### src/rtl/clk_div_pkg.sv
// Shared types and helpers for the programmable clock divider.
//   state_e : divider phase (stopped, high phase, low phase)
//   MIN_DIV : smallest legal divide ratio; smaller requests are raised to it
//   hi_len  : high-phase length for ratio n (the odd cycle goes to high)
//   lo_len  : low-phase length for ratio n
package clk_div_pkg;

  typedef enum logic [1:0] {
    ST_STOP = 2'd0,
    ST_HIGH = 2'd1,
    ST_LOW  = 2'd2
  } state_e;

  localparam int unsigned MIN_DIV = 2;

  function automatic int unsigned hi_len(input int unsigned n);
    return n - (n / 2);
  endfunction

  function automatic int unsigned lo_len(input int unsigned n);
    return n / 2;
  endfunction

endpackage

### src/rtl/clk_div_cnt.sv
// Loadable down counter with terminal-count flag.
//   clk_in   : clock, rising edge
//   reset    : synchronous active-high reset, count -> 0
//   load     : load load_val this cycle (priority over counting)
//   load_val : value to load
//   tc       : high while the count is zero; the counter holds at zero
module clk_div_cnt #(
  parameter int unsigned CNT_W = 8
) (
  input  logic             clk_in,
  input  logic             reset,
  input  logic             load,
  input  logic [CNT_W-1:0] load_val,
  output logic             tc
);

  logic [CNT_W-1:0] count_q, count_d;

  always_comb begin
    count_d = count_q;
    if (load) begin
      count_d = load_val;
    end else if (count_q != '0) begin
      count_d = count_q - CNT_W'(1);
    end
  end

  always_ff @(posedge clk_in) begin
    if (reset) begin
      count_q <= '0;
    end else begin
      count_q <= count_d;
    end
  end

  assign tc = (count_q == '0);

endmodule

### src/rtl/clk_div_prog.sv
// Programmable clock divider producing a registered divided clock.
// Optional feature macro: CLK_DIV_SYNC_EN adds the sync_in restart input.
//   clk_in   : sole clock, rising edge
//   reset    : synchronous active-high reset
//   en       : run request; a started period always completes
//   div_val  : requested divide ratio N (0 and 1 are raised to 2)
//   div_load : one-cycle strobe capturing div_val
//   sync_in  : (CLK_DIV_SYNC_EN only) restart the period while running
//   load_ack : one-cycle pulse in the first cycle a new ratio is active
//   clk_out  : divided clock, high for N-N/2 cycles, low for N/2 cycles
//   tick     : strobe in the first cycle of each clk_out high phase
//   running  : high while the divider is not stopped
module clk_div_prog
  import clk_div_pkg::*;
#(
  parameter int unsigned CNT_W   = 8,
  parameter int unsigned DEF_DIV = 32
) (
  input  logic             clk_in,
  input  logic             reset,
  input  logic             en,
  input  logic [CNT_W-1:0] div_val,
  input  logic             div_load,
`ifdef CLK_DIV_SYNC_EN
  input  logic             sync_in,
`endif
  output logic             load_ack,
  output logic             clk_out,
  output logic             tick,
  output logic             running
);

  state_e           state_q, state_d;
  logic [CNT_W-1:0] active_q, active_d;
  logic [CNT_W-1:0] shadow_q, shadow_d;
  logic             pending_q, pending_d;
  logic             clk_out_q, tick_q, running_q, ack_q;
  logic             tick_d, ack_d;

  logic             cnt_load;
  logic [CNT_W-1:0] cnt_val;
  logic             cnt_tc;

  logic             boundary, restart, apply_ratio;
  logic [CNT_W-1:0] ratio_next, div_clamped;

  clk_div_cnt #(.CNT_W(CNT_W)) u_cnt (
    .clk_in   (clk_in),
    .reset    (reset),
    .load     (cnt_load),
    .load_val (cnt_val),
    .tc       (cnt_tc)
  );

  assign div_clamped = (div_val < CNT_W'(MIN_DIV)) ? CNT_W'(MIN_DIV) : div_val;

  always_comb begin
    state_d     = state_q;
    active_d    = active_q;
    shadow_d    = shadow_q;
    pending_d   = pending_q;
    tick_d      = 1'b0;
    ack_d       = 1'b0;
    cnt_load    = 1'b0;
    cnt_val     = '0;
    restart     = 1'b0;
`ifdef CLK_DIV_SYNC_EN
    restart     = sync_in && (state_q != ST_STOP);
`endif
    // Last LOW cycle: the period ends whether or not another follows.
    boundary    = (state_q == ST_LOW) && cnt_tc;
    apply_ratio = pending_q && (boundary || restart);
    ratio_next  = apply_ratio ? shadow_q : active_q;

    if (apply_ratio) begin
      active_d  = shadow_q;
      pending_d = 1'b0;
      ack_d     = 1'b1;
    end

    // Stopped: nothing to protect, so the new ratio takes effect at once.
    // Running: park it in the shadow; a strobe landing on the application
    // cycle waits for the following boundary.
    if (div_load) begin
      if (state_q == ST_STOP) begin
        active_d   = div_clamped;
        ratio_next = div_clamped;
        pending_d  = 1'b0;
        ack_d      = 1'b1;
      end else begin
        shadow_d  = div_clamped;
        pending_d = 1'b1;
      end
    end

    case (state_q)
      ST_STOP: begin
        if (en) begin
          state_d  = ST_HIGH;
          tick_d   = 1'b1;
          cnt_load = 1'b1;
          cnt_val  = CNT_W'(hi_len(32'(ratio_next)) - 1);
        end
      end
      ST_HIGH: begin
        if (cnt_tc) begin
          state_d  = ST_LOW;
          cnt_load = 1'b1;
          cnt_val  = CNT_W'(lo_len(32'(active_q)) - 1);
        end
      end
      ST_LOW: begin
        if (cnt_tc) begin
          cnt_load = 1'b1;
          if (en) begin
            state_d = ST_HIGH;
            tick_d  = 1'b1;
            cnt_val = CNT_W'(hi_len(32'(ratio_next)) - 1);
          end else begin
            state_d = ST_STOP;
          end
        end
      end
      default: begin
        state_d = ST_STOP;
      end
    endcase

    if (restart) begin
      state_d  = ST_HIGH;
      tick_d   = 1'b1;
      cnt_load = 1'b1;
      cnt_val  = CNT_W'(hi_len(32'(ratio_next)) - 1);
    end
  end

  always_ff @(posedge clk_in) begin
    if (reset) begin
      state_q   <= ST_STOP;
      active_q  <= CNT_W'(DEF_DIV);
      shadow_q  <= '0;
      pending_q <= 1'b0;
      clk_out_q <= 1'b0;
      tick_q    <= 1'b0;
      running_q <= 1'b0;
      ack_q     <= 1'b0;
    end else begin
      state_q   <= state_d;
      active_q  <= active_d;
      shadow_q  <= shadow_d;
      pending_q <= pending_d;
      clk_out_q <= (state_d == ST_HIGH);
      tick_q    <= tick_d;
      running_q <= (state_d != ST_STOP);
      ack_q     <= ack_d;
    end
  end

  assign clk_out  = clk_out_q;
  assign tick     = tick_q;
  assign running  = running_q;
  assign load_ack = ack_q;

endmodule
### config.mk
export PLATFORM = sky130hd
export DESIGN_NAME = clk_div_prog
export DESIGN_NICKNAME = d
export VERILOG_FILES = /design/src/rtl/clk_div_pkg.sv /design/src/rtl/clk_div_cnt.sv /design/src/rtl/clk_div_prog.sv
export SDC_FILE = /design/constraint.sdc
export NUM_CORES = 1
export LEC_CHECK = 0
export CORE_ASPECT_RATIO = 2
export CORE_UTILIZATION = 63
export DETAILED_ROUTE_END_ITERATION = 8
export GPL_TIMING_DRIVEN = 0
export PLACE_DENSITY = 0.95
export RECOVER_POWER = 50
export SLEW_MARGIN = 20
export SYNTH_ARGS = -nofsm -noshare
export SYNTH_HDL_FRONTEND = slang
export SYNTH_SLANG_ARGS = --single-unit
### constraint.sdc
create_clock -name clk_in -period 6.6 [get_ports clk_in]
set_input_delay 1.32 -clock clk_in [delete_from_list [all_inputs] [get_ports clk_in]]
set_output_delay 1.32 -clock clk_in [all_outputs]
set_load 0.01 [all_outputs]
==> reports/results.ini, run 1 <==
[clocking]
cts_made_buffers=5
cts_hold_buf=0
clk_pin_slew_ns=0.06
clockRootBuffer=clkbuf_8
clk_path_buf_depth=2
cts_setup_buffers=0
cts_tree=built
clock-sinks=31
post_cts_resized=0
cts_max_level=2
clk_latency_ns=0.29

[timing]
period_share=0.6687
final.setup_skew_ns=0.002481
finalMaxSlewViolations=0
tightest_slew_ns=0.7609
finalHoldViolCount=0
grt_setup_unrepaired=no
relSlewSlack=0.4874
fmax_mhz=226.6
setup_viol=0
period_needed_ns=4.413
tns_ns=0

[critical_path]
cp_top_family=buffers and inverters
crit_top_cell=clkbuf_1
worst-path-max-fanout=10
crit_chain=dlygate4sd3_1 -> and2_1 -> clkbuf_1 -> clkbuf_1 -> nor2_1 -> a21oi_1 -> ha_1 -> nand2_1 -> a221oi_1 -> a311oi_2 -> o211ai_2 -> xnor2_1 -> o41ai_1
reg2reg_slack_ns=2.77
crit_path_start_kind=input pin
crit_slowest_cell=dlygate4sd3_1
worstPathArrival_ns=4.60
rr_startpoint=u_cnt.count_q[0]$_SDFFE_PP0P_
path_buf_inv=3
cp.required_ns=6.78
startpoint=div_load
end_kind=register
crit_type=input pin to register
cp_slowest_stage_delay_ns=0.60

[finish]
diodes=0
finalNonFillerCells=317
fin_nets=313
drive_gt1_frac=0.07343
layout_common_cells=nand2_1, nor2_1, dfxtp_1
areaGrowthSynthToFinish_pct=12.49
layout_commonest_cell=nand2_1
fillCellCount=228
design_area_um2=2356

[placement]
gp_congestion=0.9274
dp_hpwl_um=4003
place_area_um2=2283
io_buffers=15
dp.cells=311

[synth]
async_reset_ff_frac=0
synth_top_cell_area_share=0.2963
ys_top_cells_by_area=dfxtp_1, ha_1, nand2_1
ys.flop_type=dfxtp_1
synth_nets=291
yosys_warnings=0
ys_seq_area_frac=0.2963
syn_inst=265
post_synth_num_cell_types=48
ys_seq_elements=31
avgSynthCellArea_um2=7.904
synth_edf_count=0
syn-cell-area_um2=2095
synth_largest_area_cell=dfxtp_1

[pwr]
ir_worst_vdd_mv=0.2951
p_leak_nw=1.004
total_power_mw=0.8740
p_per_area_nw_per_um2=371.0

[routing]
via_per_inst=6.375
vias=2021
wl_um=5272
wl_per_cell_um=16.63
drtAntennaViolNets=0
drtIter0Drc=119
drc_errors=0
dr.pass1.iters=5

[floorplanning]
start_util=0.6635
coreArea_um2=3157
die_h_um=83.54
io_pins=16
rows=29
die_w_um=42.77
dieArea_um2=3573

[grt]
grt_pass1_vias=2057
grt_usage=0.3170
grt_overflow=0
grt_first_pass_wirelength_um=8790
grt_max_degree=11
grt_antenna_before_repair=0

[worst_hold_path]
worstHoldStart=shadow_q[7]$_SDFFE_PP0P_
hold_path_class=register to register

[outcome]
outcome=complete, no violations

[job]
maxCapViolCount=0

==> per-layer routing <==
layer  part of all wire  global-route usage  up-vias
met3              0.035             0.04978       30
met5                  0                   0        -
met2               0.55              0.5771       75
li1                   -                   -      965
met1               0.36              0.3023      951
met4              0.057              0.2159        0
==> layout make-up <==
class                      instances  area, um^2  share of cell area
clock buffer                       6       72.57             0.03080
sequential                        31       620.6              0.2634
multi-input combinational        209        1379              0.5852
tap                               31       38.79             0.01646
buffer                             7       27.53             0.01168
inverter                          18       67.56             0.02868
timing repair buffer              15       150.1             0.06373
==> kinds of logic after synthesis <==
group / after synthesis / share of synthesized area
DFF: 31 / 0.2963
muxes: 7 / 0.03405
xor gates and xnor gates: 17 / 0.07109
adders and majority gates: 14 / 0.08363
AOI/OAI and AO/OA: 63 / 0.2270
and+or+nand+nor: 108 / 0.2425
buffers and inverters: 25 / 0.04539
==> worst register-to-register path, delay by kind of cell, from the launching register on <==
kind | cells | cell delay (ns)
compound gates | 5 | 1.17
xor+xnor | 1 | 0.14
fa+ha+maj | 2 | 0.46
buf+inv | 1 | 0.11
flops | 1 | 0.32
mux | 1 | 0.42
simple gates | 4 | 1.13
==> flip-flops by register name, indices dropped and copies added (netlist names), 2 cells and up <==
register	count
active_q	8
u_cnt.count_q	8
shadow_q	8
state_q	2
==> worst paths after layout <==
kind	to	depth (start not counted)
hold reg to reg	shadow_q[7]$_SDFFE_PP0P_	2
setup / recovery	u_cnt.count_q[5]$_SDFFE_PP0P_	13
setup reg to reg	u_cnt.count_q[5]$_SDFFE_PP0P_	14
hold / removal	shadow_q[7]$_SDFFE_PP0P_	2
==> per-stage QoR <==
| step | hold WS, ns | util | setup slack (ns) |
|---|---|---|---|
| 2_1_floorplan | 0.4357 | - | 3.041 |
| 3_3_place_gp | 0.4421 | 0.7233 | 2.069 |
| 3_5_place_dp | 0.4475 | 0.7233 | 2.035 |
| 4_1_cts | 0.4608 | 0.7463 | 2.292 |
| 5_1_grt | 0.4829 | 0.7463 | 1.887 |
| 6_report | 0.4641 | 0.7463 | 2.187 |
==> cells in the mapped netlist (all sizes together), types with 3 or more instances <==
cell    count
a211oi      3
nand2      41
o21a        4
nor3        9
and3        3
xnor2      12
nor4        4
mux2i       6
a21oi      19
nor2       32
ha         14
nand3       5
xor2        5
and2        3
clkbuf      6
inv        18
o21ai      18
dfxtp      31
==> power breakdown <==
group          internal (mW)  switching [mW]
Sequential             0.224          0.0400
Combinational          0.194           0.279
Clock                 0.0701          0.0665
Total                  0.489           0.385
No activity file was read; power rests on OpenSTA's default activity.
==> inputs of run 2 (changes only) <==
--- a/config.mk
+++ b/config.mk
@@ -6,10 +6,10 @@
 export NUM_CORES = 1
 export LEC_CHECK = 0
 export CORE_ASPECT_RATIO = 2
-export CORE_UTILIZATION = 63
+export CORE_UTILIZATION = 53
 export DETAILED_ROUTE_END_ITERATION = 8
 export GPL_TIMING_DRIVEN = 0
-export PLACE_DENSITY = 0.95
+export PLACE_DENSITY = 0.86
 export RECOVER_POWER = 50
 export SLEW_MARGIN = 20
 export SYNTH_ARGS = -nofsm -noshare
==> constraint.sdc (replaced) <==
create_clock -name clk_in -period 3.93 [get_ports clk_in]
set_input_delay 0.786 -clock clk_in [delete_from_list [all_inputs] [get_ports clk_in]]
set_output_delay 0.786 -clock clk_in [all_outputs]
set_load 0.01 [all_outputs]
==> run 2 against run 1 <==
  * Utilization down 11 points
  * Clock power up 80%
  * Die area up 18%
  * Non-clock buffer count unchanged
  * Count of clock-buffer cells in the layout up 1
  * Critical path type unchanged
  * Hold slack worse by 0.0043 ns
  * Largest power group unchanged
  * Register-to-register slack worse by 2.4 ns
  * Final cell count up 6.9%
  * Combinational power up 68%
  * Global-route usage down 3.8 points
==> reports/results.ini, run 2 (same netlist as run 1, synthesis figures left out) <==
[floorplanning]
die_h_um=90.90  ; +8.8%
die_w_um=46.45  ; +8.6%
coreArea_um2=3804  ; +20%
rows=32  ; +10%
start_util=0.5507  ; -0.1128
dieArea_um2=4222  ; +18%
io_pins=16  ; unchanged

[routing]
wl_per_cell_um=14.94  ; -10%
vias=1925  ; -4.8%
drtAntennaViolNets=0  ; unchanged
wl_um=5063  ; -4.0%
via_per_inst=5.678  ; -11%
drtIter0Drc=41  ; -66%
drc_errors=0  ; unchanged
dr.pass1.iters=4  ; -1

[pwr]
p_leak_nw=1.013  ; +0.91%
ir_worst_vdd_mv=0.3511  ; +19%
p_per_area_nw_per_um2=618.0  ; +67%

[finish]
areaGrowthSynthToFinish_pct=14.70
layout_commonest_cell=nand2_1
drive_gt1_frac=0.08333  ; +0.009907
largest_registers=active_q x8, shadow_q x8, u_cnt.count_q x8
diodes=0  ; unchanged
final_util=0.6316  ; -0.1148
finalNonFillerCells=339  ; +6.9%
fin_nets=313  ; unchanged
fillCellCount=346  ; +52%
design_area_um2=2402  ; +2.0%
layout_common_cells=nand2_1, nor2_1, dfxtp_1

[clocking]
cts_tree=built
clock-sinks=31  ; unchanged
cts_max_level=2  ; unchanged
clk_path_buf_depth=2  ; unchanged
clk_pin_slew_ns=0.07  ; about the same
clk_latency_ns=0.29  ; about the same
cts_hold_buf=0  ; unchanged
cts_made_buffers=5  ; unchanged
cts_setup_buffers=0  ; unchanged
post_cts_resized=0  ; unchanged
clockRootBuffer=clkbuf_8

[timing]
setup_viol=0  ; unchanged
period_needed_ns=3.691
period_share=0.9392
grt_setup_unrepaired=no
finalHoldViolCount=0  ; unchanged
fmax_mhz=270.9
relSlewSlack=0.3942  ; -0.09321
final.setup_skew_ns=0.007952  ; +0.005472 ns
fin_ws_ns=0.2388  ; -1.948 ns
tightest_slew_ns=0.8992  ; +0.1384 ns
finalMaxSlewViolations=0  ; unchanged
tns_ns=0  ; unchanged

[critical_path]
crit_type=input pin to register
end_kind=register
reg2reg_depth=12  ; -2
worstPathArrival_ns=3.87  ; -0.73 ns
reg2reg_slack_ns=0.38  ; -2.39 ns
rr_startpoint=u_cnt.count_q[4]$_SDFFE_PP0P_
crit_path_start_kind=input pin
cp.required_ns=4.11  ; -2.67 ns
worst-path-max-fanout=10  ; unchanged
r2r-end=u_cnt.count_q[5]$_SDFFE_PP0P_

[grt]
grt_overflow=0  ; unchanged
grt_first_pass_wirelength_um=8583  ; -2.4%
grt_pass1_vias=1914  ; -7.0%
grt_antenna_before_repair=0  ; unchanged
grt_usage=0.2788  ; -0.03820
grt_max_degree=11  ; unchanged

[placement]
dp.cells=331  ; +6.4%
dp_hpwl_um=3986  ; -0.44%
gp_congestion=0.9124  ; -1.6%
place_area_um2=2308  ; +1.1%
post-place-ws_ns=-0.1425  ; -2.178 ns
io_buffers=15  ; unchanged

[worst_hold_path]
hold-path-endpoint=shadow_q[3]$_SDFFE_PP0P_
worstHoldStart=shadow_q[3]$_SDFFE_PP0P_
hold_path_class=register to register
min_path_cells=2  ; unchanged

[outcome]
outcome=complete, no violations

[job]
maxCapViolCount=0  ; unchanged

[run 2: where the power goes]
| group | switching [mW] | total [mW] | leakage (nW) | internal, mW |
|---|---|---|---|---|
| combinational | 0.459 | 0.793 | 0.715 | 0.334 |
| clock | 0.122 | 0.246 | 0.0422 | 0.124 |
| sequential | 0.0687 | 0.445 | 0.255 | 0.377 |
[run 2: how the worst max path moves through the flow]
stage / start / end / slack, ns / cells past startpoint
global placement: div_load / u_cnt.count_q[7]$_SDFFE_PP0P_ / -0.08 / 13
floorplan: u_cnt.count_q[0]$_SDFFE_PP0P_ / u_cnt.count_q[5]$_SDFFE_PP0P_ / 0.82 / 14
CTS: div_load / u_cnt.count_q[5]$_SDFFE_PP0P_ / 0.12 / 13
finish: div_load / u_cnt.count_q[5]$_SDFFE_PP0P_ / 0.24 / 13
global route: div_load / u_cnt.count_q[5]$_SDFFE_PP0P_ / 0.05 / 13
detailed placement: div_load / u_cnt.count_q[5]$_SDFFE_PP0P_ / -0.14 / 13
[run 2: area by class of cell]
class | count | area, um^2 | share of cell area
plain buffers | 7 | 28.78 | 0.01198
clock buffers | 7 | 76.32 | 0.03177
clock inverters | 1 | 5.005 | 0.002083
inverters | 18 | 67.56 | 0.02813
multi-input cells | 209 | 1390 | 0.5786
flip-flops and latches | 31 | 620.6 | 0.2583
well taps | 51 | 63.81 | 0.02656
repair buffers | 15 | 150.1 | 0.06250
[run 2: per-layer routing]
metal	GRT usage	share of wire	routed length (um)	vias up
li1	-	-	-	968
met1	0.2891	0.36	1819	905
met2	0.4722	0.57	2901	35
met3	0.04400	0.021	107	17
met4	0.1814	0.046	234	0
met5	0	0	0	-
[run 2: stage by stage]
stage / total power, mW / hold WS [ns]
2_1_floorplan: 1.048 / 0.4357
3_3_place_gp: 1.205 / 0.4433
3_5_place_dp: 1.220 / 0.4485
4_1_cts: 1.471 / 0.4573
5_1_grt: 1.608 / 0.4737
6_report: 1.485 / 0.4598
[run 2: worst max-delay path, stage by stage]
cell and delay [ns]:
clkdlybuf4s50_1 0.54, and2_1 0.15, clkbuf_1 0.29, clkbuf_2 0.29, nor2_1 0.07, a21oi_1 0.23
ha_1 0.35, nand2_1 0.09, a221oi_1 0.05, a311oi_2 0.48, o211ai_2 0.15, xnor2_1 0.14
o41ai_1 0.26
